[src/rtl/ram_1wrs_arbiter.sv]
// Round-robin arbiter that lets two requesters share one single-port, byte-masked RAM.
// RAM commands are registered, and read responses are routed back using an owner tag pipeline.
module ram_1wrs_arbiter #(
   parameter int WORD_COUNT = 128,
   parameter int WORD_WIDTH = 64,
   parameter int ADDR_WIDTH = $clog2(WORD_COUNT),
   parameter int MASK_WIDTH = WORD_WIDTH / 8,
   parameter int RD_LATENCY = 1
) (
   input  logic                  clk,
   input  logic                  reset,
   input  logic                  a_cmd_valid,
   output logic                  a_cmd_ready,
   input  logic                  a_cmd_write,
   input  logic [ADDR_WIDTH-1:0] a_cmd_addr,
   input  logic [MASK_WIDTH-1:0] a_cmd_mask,
   input  logic [WORD_WIDTH-1:0] a_cmd_data,
   output logic                  a_rsp_valid,
   output logic [WORD_WIDTH-1:0] a_rsp_data,
   input  logic                  b_cmd_valid,
   output logic                  b_cmd_ready,
   input  logic                  b_cmd_write,
   input  logic [ADDR_WIDTH-1:0] b_cmd_addr,
   input  logic [MASK_WIDTH-1:0] b_cmd_mask,
   input  logic [WORD_WIDTH-1:0] b_cmd_data,
   output logic                  b_rsp_valid,
   output logic [WORD_WIDTH-1:0] b_rsp_data,
   output logic                  ram_en,
   output logic                  ram_wr,
   output logic [ADDR_WIDTH-1:0] ram_addr,
   output logic [MASK_WIDTH-1:0] ram_mask,
   output logic [WORD_WIDTH-1:0] ram_wrData,
   input  logic [WORD_WIDTH-1:0] ram_rdData
);

   localparam int DEPTH = 1 + RD_LATENCY;

   typedef enum logic {OWNER_A = 1'b0, OWNER_B = 1'b1} owner_t;

   owner_t                  pointer;
   logic                    grant_a;
   logic                    grant_b;
   logic                    grant_any;
   logic                    sel_write;
   logic [ADDR_WIDTH-1:0]   sel_addr;
   logic [MASK_WIDTH-1:0]   sel_mask;
   logic [WORD_WIDTH-1:0]   sel_data;
   logic [DEPTH-1:0]        tag_valid;
   logic [DEPTH-1:0]        tag_owner;
   logic                    a_fire;
   logic                    b_fire;
   logic [WORD_WIDTH-1:0]   a_hold;
   logic [WORD_WIDTH-1:0]   b_hold;

   // Grants are gated by reset so that nothing is accepted while reset is held.
   always_comb begin
      grant_a   = !reset && a_cmd_valid && (!b_cmd_valid || pointer == OWNER_A);
      grant_b   = !reset && b_cmd_valid && (!a_cmd_valid || pointer == OWNER_B);
      grant_any = grant_a || grant_b;
      sel_write = grant_b ? b_cmd_write : a_cmd_write;
      sel_addr  = grant_b ? b_cmd_addr  : a_cmd_addr;
      sel_mask  = grant_b ? b_cmd_mask  : a_cmd_mask;
      sel_data  = grant_b ? b_cmd_data  : a_cmd_data;
   end

   assign a_cmd_ready = grant_a;
   assign b_cmd_ready = grant_b;

   always_ff @(posedge clk) begin
      if (reset) begin
         pointer    <= OWNER_A;
         ram_en     <= 1'b0;
         ram_wr     <= 1'b0;
         ram_addr   <= '0;
         ram_mask   <= '0;
         ram_wrData <= '0;
         tag_valid  <= '0;
         tag_owner  <= '0;
      end else begin
         if (grant_a) begin
            pointer <= OWNER_B;
         end else if (grant_b) begin
            pointer <= OWNER_A;
         end
         ram_en <= grant_any;
         ram_wr <= grant_any && sel_write;
         if (grant_any) begin
            ram_addr   <= sel_addr;
            ram_mask   <= sel_write ? sel_mask : '1;
            ram_wrData <= sel_data;
         end
         // Stage k holds the read issued to the RAM k cycles ago; the last stage lines up with ram_rdData.
         tag_valid <= {tag_valid[DEPTH-2:0], grant_any && !sel_write};
         tag_owner <= {tag_owner[DEPTH-2:0], grant_b};
      end
   end

   assign a_fire = !reset && tag_valid[RD_LATENCY] && !tag_owner[RD_LATENCY];
   assign b_fire = !reset && tag_valid[RD_LATENCY] &&  tag_owner[RD_LATENCY];

   // The live RAM data is forwarded on the response cycle, and a copy is kept so each port holds its last value.
   always_ff @(posedge clk) begin
      if (reset) begin
         a_hold <= '0;
         b_hold <= '0;
      end else begin
         if (a_fire) begin
            a_hold <= ram_rdData;
         end
         if (b_fire) begin
            b_hold <= ram_rdData;
         end
      end
   end

   assign a_rsp_valid = a_fire;
   assign b_rsp_valid = b_fire;
   assign a_rsp_data  = a_fire ? ram_rdData : a_hold;
   assign b_rsp_data  = b_fire ? ram_rdData : b_hold;

endmodule
[config.mk]
export PLATFORM = sky130hd
export DESIGN_NAME = ram_1wrs_arbiter
export DESIGN_NICKNAME = d
export VERILOG_FILES = /design/src/rtl/ram_1wrs_arbiter.sv
export SDC_FILE = /design/constraint.sdc
export NUM_CORES = 1
export LEC_CHECK = 0
export BUFFER_PORTS_ARGS = -buffer_cell sky130_fd_sc_hd__buf_2
export CAP_MARGIN = 20
export CORE_AREA = 2 2 172 174
export DETAILED_ROUTE_END_ITERATION = 8
export DIE_AREA = 0 0 174 176
export SLEW_MARGIN = 25
export SYNTH_ARGS = -nofsm -noshare
export SYNTH_HDL_FRONTEND = slang
export SYNTH_SLANG_ARGS = --single-unit
[constraint.sdc]
create_clock -name clk -period 2.8 [get_ports clk]
set_input_delay 0.14 -clock clk [delete_from_list [all_inputs] [get_ports clk]]
set_output_delay 0.14 -clock clk [all_outputs]
set_load 0.005 [all_outputs]
==> Yosys cells after proc, flatten, opt, wreduce, memory -nomap -nowiden <==
Cells that the tools add are included.
{ "op_classes": {"n_addsub": 0, "n_mul": 0, "div_mod_pow": 0, "n_lt_le_gt_ge": 0, "n_eq_ne": 0, "n_shift": 0, "n_mux": 9, "bitwise_logic": 1, "n_reduce_logical": 18} }
{ "ops": {"columns": ["op", "n"], "rows": [
  ["2-to-1 mux 64 bit", 3],
  ["2-to-1 mux 8 bit", 2],
  ["logical AND 1 bit", 9],
  ["2-to-1 mux 7 bit", 1],
  ["logical NOT 1 bit", 5],
  ["logical OR 1 bit", 3],
  ["2-to-1 mux 1 bit", 3],
  ["nonzero test 2 bit", 1],
  ["inverter 1 bit", 1]
]} }
{ "totals": {"regBits": 214, "latch_bits": 0, "ram_bits": 0, "rom_bits": 0, "in_bits": 228, "output_inout_bits": 213, "word_cells": 38, "memories": 0} }

==> Depth between registers and ports, before layout <==
{ "logic_depth": {"word_depth": 6, "mapped_depth": 6, "depth_no_buf": 3} }

==> Worst setup path before layout <==
Ideal clock, no wire load.
{ "synth_timing": {"kind": "register -> register", "start": "register tag_valid[1]", "end": "register a_hold[14]", "setup_time_ns": 0.114, "arrival_ns": 1.356, "t_required_ns": 2.686, "slack_ns": 1.330, "stages_incl_launch_ff": 6, "n_path_buf": 2, "cell_sequence": "dfxtp_1 -> nor3b_2 -> buf_6 -> buf_8 -> mux2_4 -> and2b_1"} }
{ "synth_via": {"elab_chain_cells": 3} }
{ "synth_lines": {"columns": ["element", "line", "source"], "rows": [
  ["start, declared", "48", "logic [DEPTH-1:0] tag_valid;"],
  ["start signal, assigned", "93", "tag_valid <= {tag_valid[DEPTH-2:0], grant_any && !sel_write};"],
  ["logical AND 1 bit (2 in series)", "98", "assign a_fire = !reset && tag_valid[RD_LATENCY] && !tag_owner[RD_LATENCY];"],
  ["2-to-1 mux 64 bit", null, null],
  ["named net a_rsp_data[14]", "19", "output logic [WORD_WIDTH-1:0] a_rsp_data,"],
  ["end signal, assigned", "108", "a_hold <= ram_rdData;"],
  ["end, declared", "52", "logic [WORD_WIDTH-1:0] a_hold;"]
]} }
The timed path passes the listed nets, and every way through them passes these cells.
A chain may end at the register's enable or synchronous reset.

==> Worst setup path after layout <==
{ "layout_timing": {"start": "register pointer", "end": "register ram_wrData[5]"} }
{ "layout_via": {"elab_chain_cells": 4} }
{ "layout_lines": {"columns": ["element", "line", "source"], "rows": [
  ["start, declared", "40", "owner_t pointer;"],
  ["start signal, assigned", "71", "pointer <= OWNER_A;"],
  ["start signal, assigned", "81", "pointer <= OWNER_B;"],
  ["start signal, assigned", "83", "pointer <= OWNER_A;"],
  ["inverter 1 bit", "57", "grant_a = !reset && a_cmd_valid && (!b_cmd_valid || pointer == OWNER_A);"],
  ["logical OR 1 bit", "57", null],
  ["logical AND 1 bit", "57", null],
  ["logical OR 1 bit", "59", "grant_any = grant_a || grant_b;"],
  ["end signal, assigned", "90", "ram_wrData <= sel_data;"],
  ["end, declared", "32", "output logic [WORD_WIDTH-1:0] ram_wrData,"]
]} }
Parallel ways exist; a longest one is shown, timed or not.

==> impl_metrics.csv <==
group,metric,value,unit
outcome,status,"finished clean",
floorplanning,die_area,0.0306,sq mm
yosys,ys_ff_latch,214,
placed_design,gp_congestion,0.783,
drt,wire_per_inst,17.1,um
timing,worst_pin_slew,978,ps
global_route,grt_pass1_vias,9350,
drt,dr_total_vias,9098,
power_and_ir_drop,seq_power_share,42.2,%
setup_path,endpoint_kind,"flip-flop",
worst_hold_path,hold_path.class,"in -> reg",
placed_design,port-buffer-count,440,
yosys,synth_area,0.00940,sq mm
cts,cts_sinks,214,
timing,final-max-slew-violation-count,0,
cts,cts_tree,"yes",
final_layout,final_common_cell,"buf_2",
flow_run,max-cap-violations,0,
timing,whs,15.2,ps
placed_design,dpl_cell_area,0.0118,sq mm
power_and_ir_drop,p_leak,7.22,nW
timing,fmax,405,MHz
cts,clk_pin_slew_worst_paths,60,ps
timing,fin_skew,17.8,ps
placed_design,hpwl,21300,um
setup_path,r2r_slack,330,ps
final_layout,final_cell_area,0.0147,sq mm
drt,totalWireLength,32600,um
setup_path,arrival,2930,ps
drt,drc_errors,0,
floorplanning,die_h,176,um
drt,drt_iter0_markers,438,
placed_design,dp_slack,925,ps
drt,dr.pass1.iters,4,
timing,setup_ws,330,ps
timing,period_minus_slack,2470,ps
timing,final_hold_viol_count,0,
yosys,synthCells,902,
floorplanning,io_pins,441,
power_and_ir_drop,power_density,517,mW/mm^2
final_layout,utilization,51.6,%
cts,cts_buffers,25,
yosys,ys_seq_area_share,45.6,%
final_layout,syn_to_final_growth,56.8,%
yosys,ys_warn_count,0,
power_and_ir_drop,clockPowerShare,42.8,%
setup_path,start_kind,"flip-flop",
cts,cts.htree.levels,1,
final_layout,layout_common_cells,"439 x buf_2, 214 x dfxtp_1, 210 x dlygate4sd3_1",
drt,viasPerCell,4.77,
worst_hold_path,holdPathStages,3,
floorplanning,row_count,62,
global_route,antenna_found_initial,1,
setup_path,required,3260,ps
final_layout,fin_nets,1733,
cts,ctsResizeCount,0,
floorplanning,die_w,174,um
power_and_ir_drop,p_int,0.00576,W
cts,ctsLongestPathBuffers,3,
setup_path,crit_chain,"and2b_2, buf_12, o21ai_0, a311oi_1, dlygate4sd3_1",
timing,relSlewSlack,34.8,%
global_route,grt_max_degree,108,
setup_path,rr_worst_depth,5,
floorplanning,start_util,32.9,%
power_and_ir_drop,switching_share,24.5,%
setup_path,crit_cells,5,
power_and_ir_drop,power_switching,0.00187,W
setup_path,cp_max_fo,46,
timing,fin_setup_tns,0,ps
setup_path,crit_family,"buffers and inverters",
yosys,synth_cell_types,26,
global_route,grt_pass1_wl,50600,um
setup_path,path_buf_inv,2,
power_and_ir_drop,ir_worst_vdd,0.351,mV
setup_path,worst-setup-path-type,"reg -> reg",
power_and_ir_drop,p_comb_share,15.0,%
cts,cts_setup_buffers,0,
drt,ant_nets,0,
global_route,grt_util_all_layers,20.3,%
cts,clock_tree.root_cell,"clkbuf_16",
setup_path,crit_slowest_cell,"and2b_2",
setup_path,cpPeakStageDelay,660,ps
yosys,syn_avg_cell_area,10.4,sq um
floorplanning,core_area,0.0285,sq mm
final_layout,drive_above_1_share,41.6,%
global_route,grt_overflow,0,
yosys,syn_nets,1130,
cts,insertion_delay,520,ps
final_layout,insertedDiodeCount,0,
timing,fin_crit_sh,88.2,%
timing,setup_viol,0,
timing,rsz0062_at_grt,"no",
-- worst min-delay path: cells and delay by family --
| kind | cells | cell delay [ps] |
|---|---|---|
| buffers and inverters | 1 | 100 |
| multiplexers | 1 | 140 |
| AND/OR/NAND/NOR | 1 | 110 |
-- cell usage after synthesis --
cell type / number / area, sq um
dfxtp_1: 214 / 4280
mux2_4: 98 / 1470
nor2b_1: 83 / 519
nor2_1: 82 / 308
nand3_1: 80 / 400
o21ai_0: 80 / 400
a311oi_1: 79 / 692
and2b_1: 50 / 375
clkbuf_1: 44 / 165
mux2_2: 30 / 338
buf_2: 28 / 140
buf_6: 8 / 90.1
buf_8: 5 / 75.1
buf_1: 4 / 15.0
buf_4: 3 / 22.5
nand2b_1: 3 / 18.8
nand2_1: 2 / 7.51
a21oi_1: 1 / 5.00
a32o_1: 1 / 10.0
and2_1: 1 / 6.26
and3_1: 1 / 6.26
inv_1: 1 / 3.75
nand3b_4: 1 / 20.0
nor3b_2: 1 / 12.5
o21ba_2: 1 / 10.0
or2_2: 1 / 6.26
-- registers in the layout (all words and copies together) (netlist names) --
register    cells
a_hold         64
b_hold         64
pointer         1
ram_addr        7
ram_en          1
ram_mask        8
ram_wr          1
ram_wrData     64
tag_owner       2
tag_valid       2
-- final timing paths --
path,from,end
hold reg to reg,tag_owner[0],tag_owner[1]
hold / removal,ram_rdData[62],a_hold[62]
setup reg to reg,pointer,ram_wrData[5]
setup / recovery,pointer,ram_wrData[5]
-- final cells by class --
type / instances / area [sq um]
fill: 2623 / 13800
multi-input combinational: 595 / 4630
timing repair buffer: 668 / 4510
sequential: 214 / 4280
clock buffer: 36 / 727
tap: 384 / 480
clock inverter: 9 / 100
inverter: 1 / 3.75
-- what timing repair did --
action                                 4_1_cts  5_1_grt
hold buffers                               210        0
endpoints found under the hold margin      170        0
setup endpoints to repair                    0        0
-- kinds of logic after synthesis --
family / synth area share [%]
AOI/OAI and AO/OA: 11.9
buffers and inverters: 5.44
DFF: 45.6
muxes: 19.2
and+or+nand+nor: 17.9
-- power by group through the flow --
stage	sequential, W	combinational (W)	clock, W
floorplan	0.00329	0.000420	0
global route	0.00323	0.00124	0.00347
CTS	0.00321	0.00113	0.00334
global placement	0.00328	0.000854	0
detailed placement	0.00328	0.000862	0
finish	0.00322	0.00114	0.00327
-- per-layer routing --
metal  up-vias  track usage (%)  part of all wire, %
met3        57             4.78                  7.4
met1      4284             23.9                   40
met4         0             6.72                  3.1
met5         -                0                    0
met2       374             36.2                   49
li1       4383                -                    -
-- stage by stage --
step	std cells	power, W
global placement	1652	0.00413
detailed placement	1652	0.00414
floorplan	902	0.00371
finish	1907	0.00763
CTS	1907	0.00769
global route	1907	0.00793
Note: power is estimated with default switching activity, not from simulation.
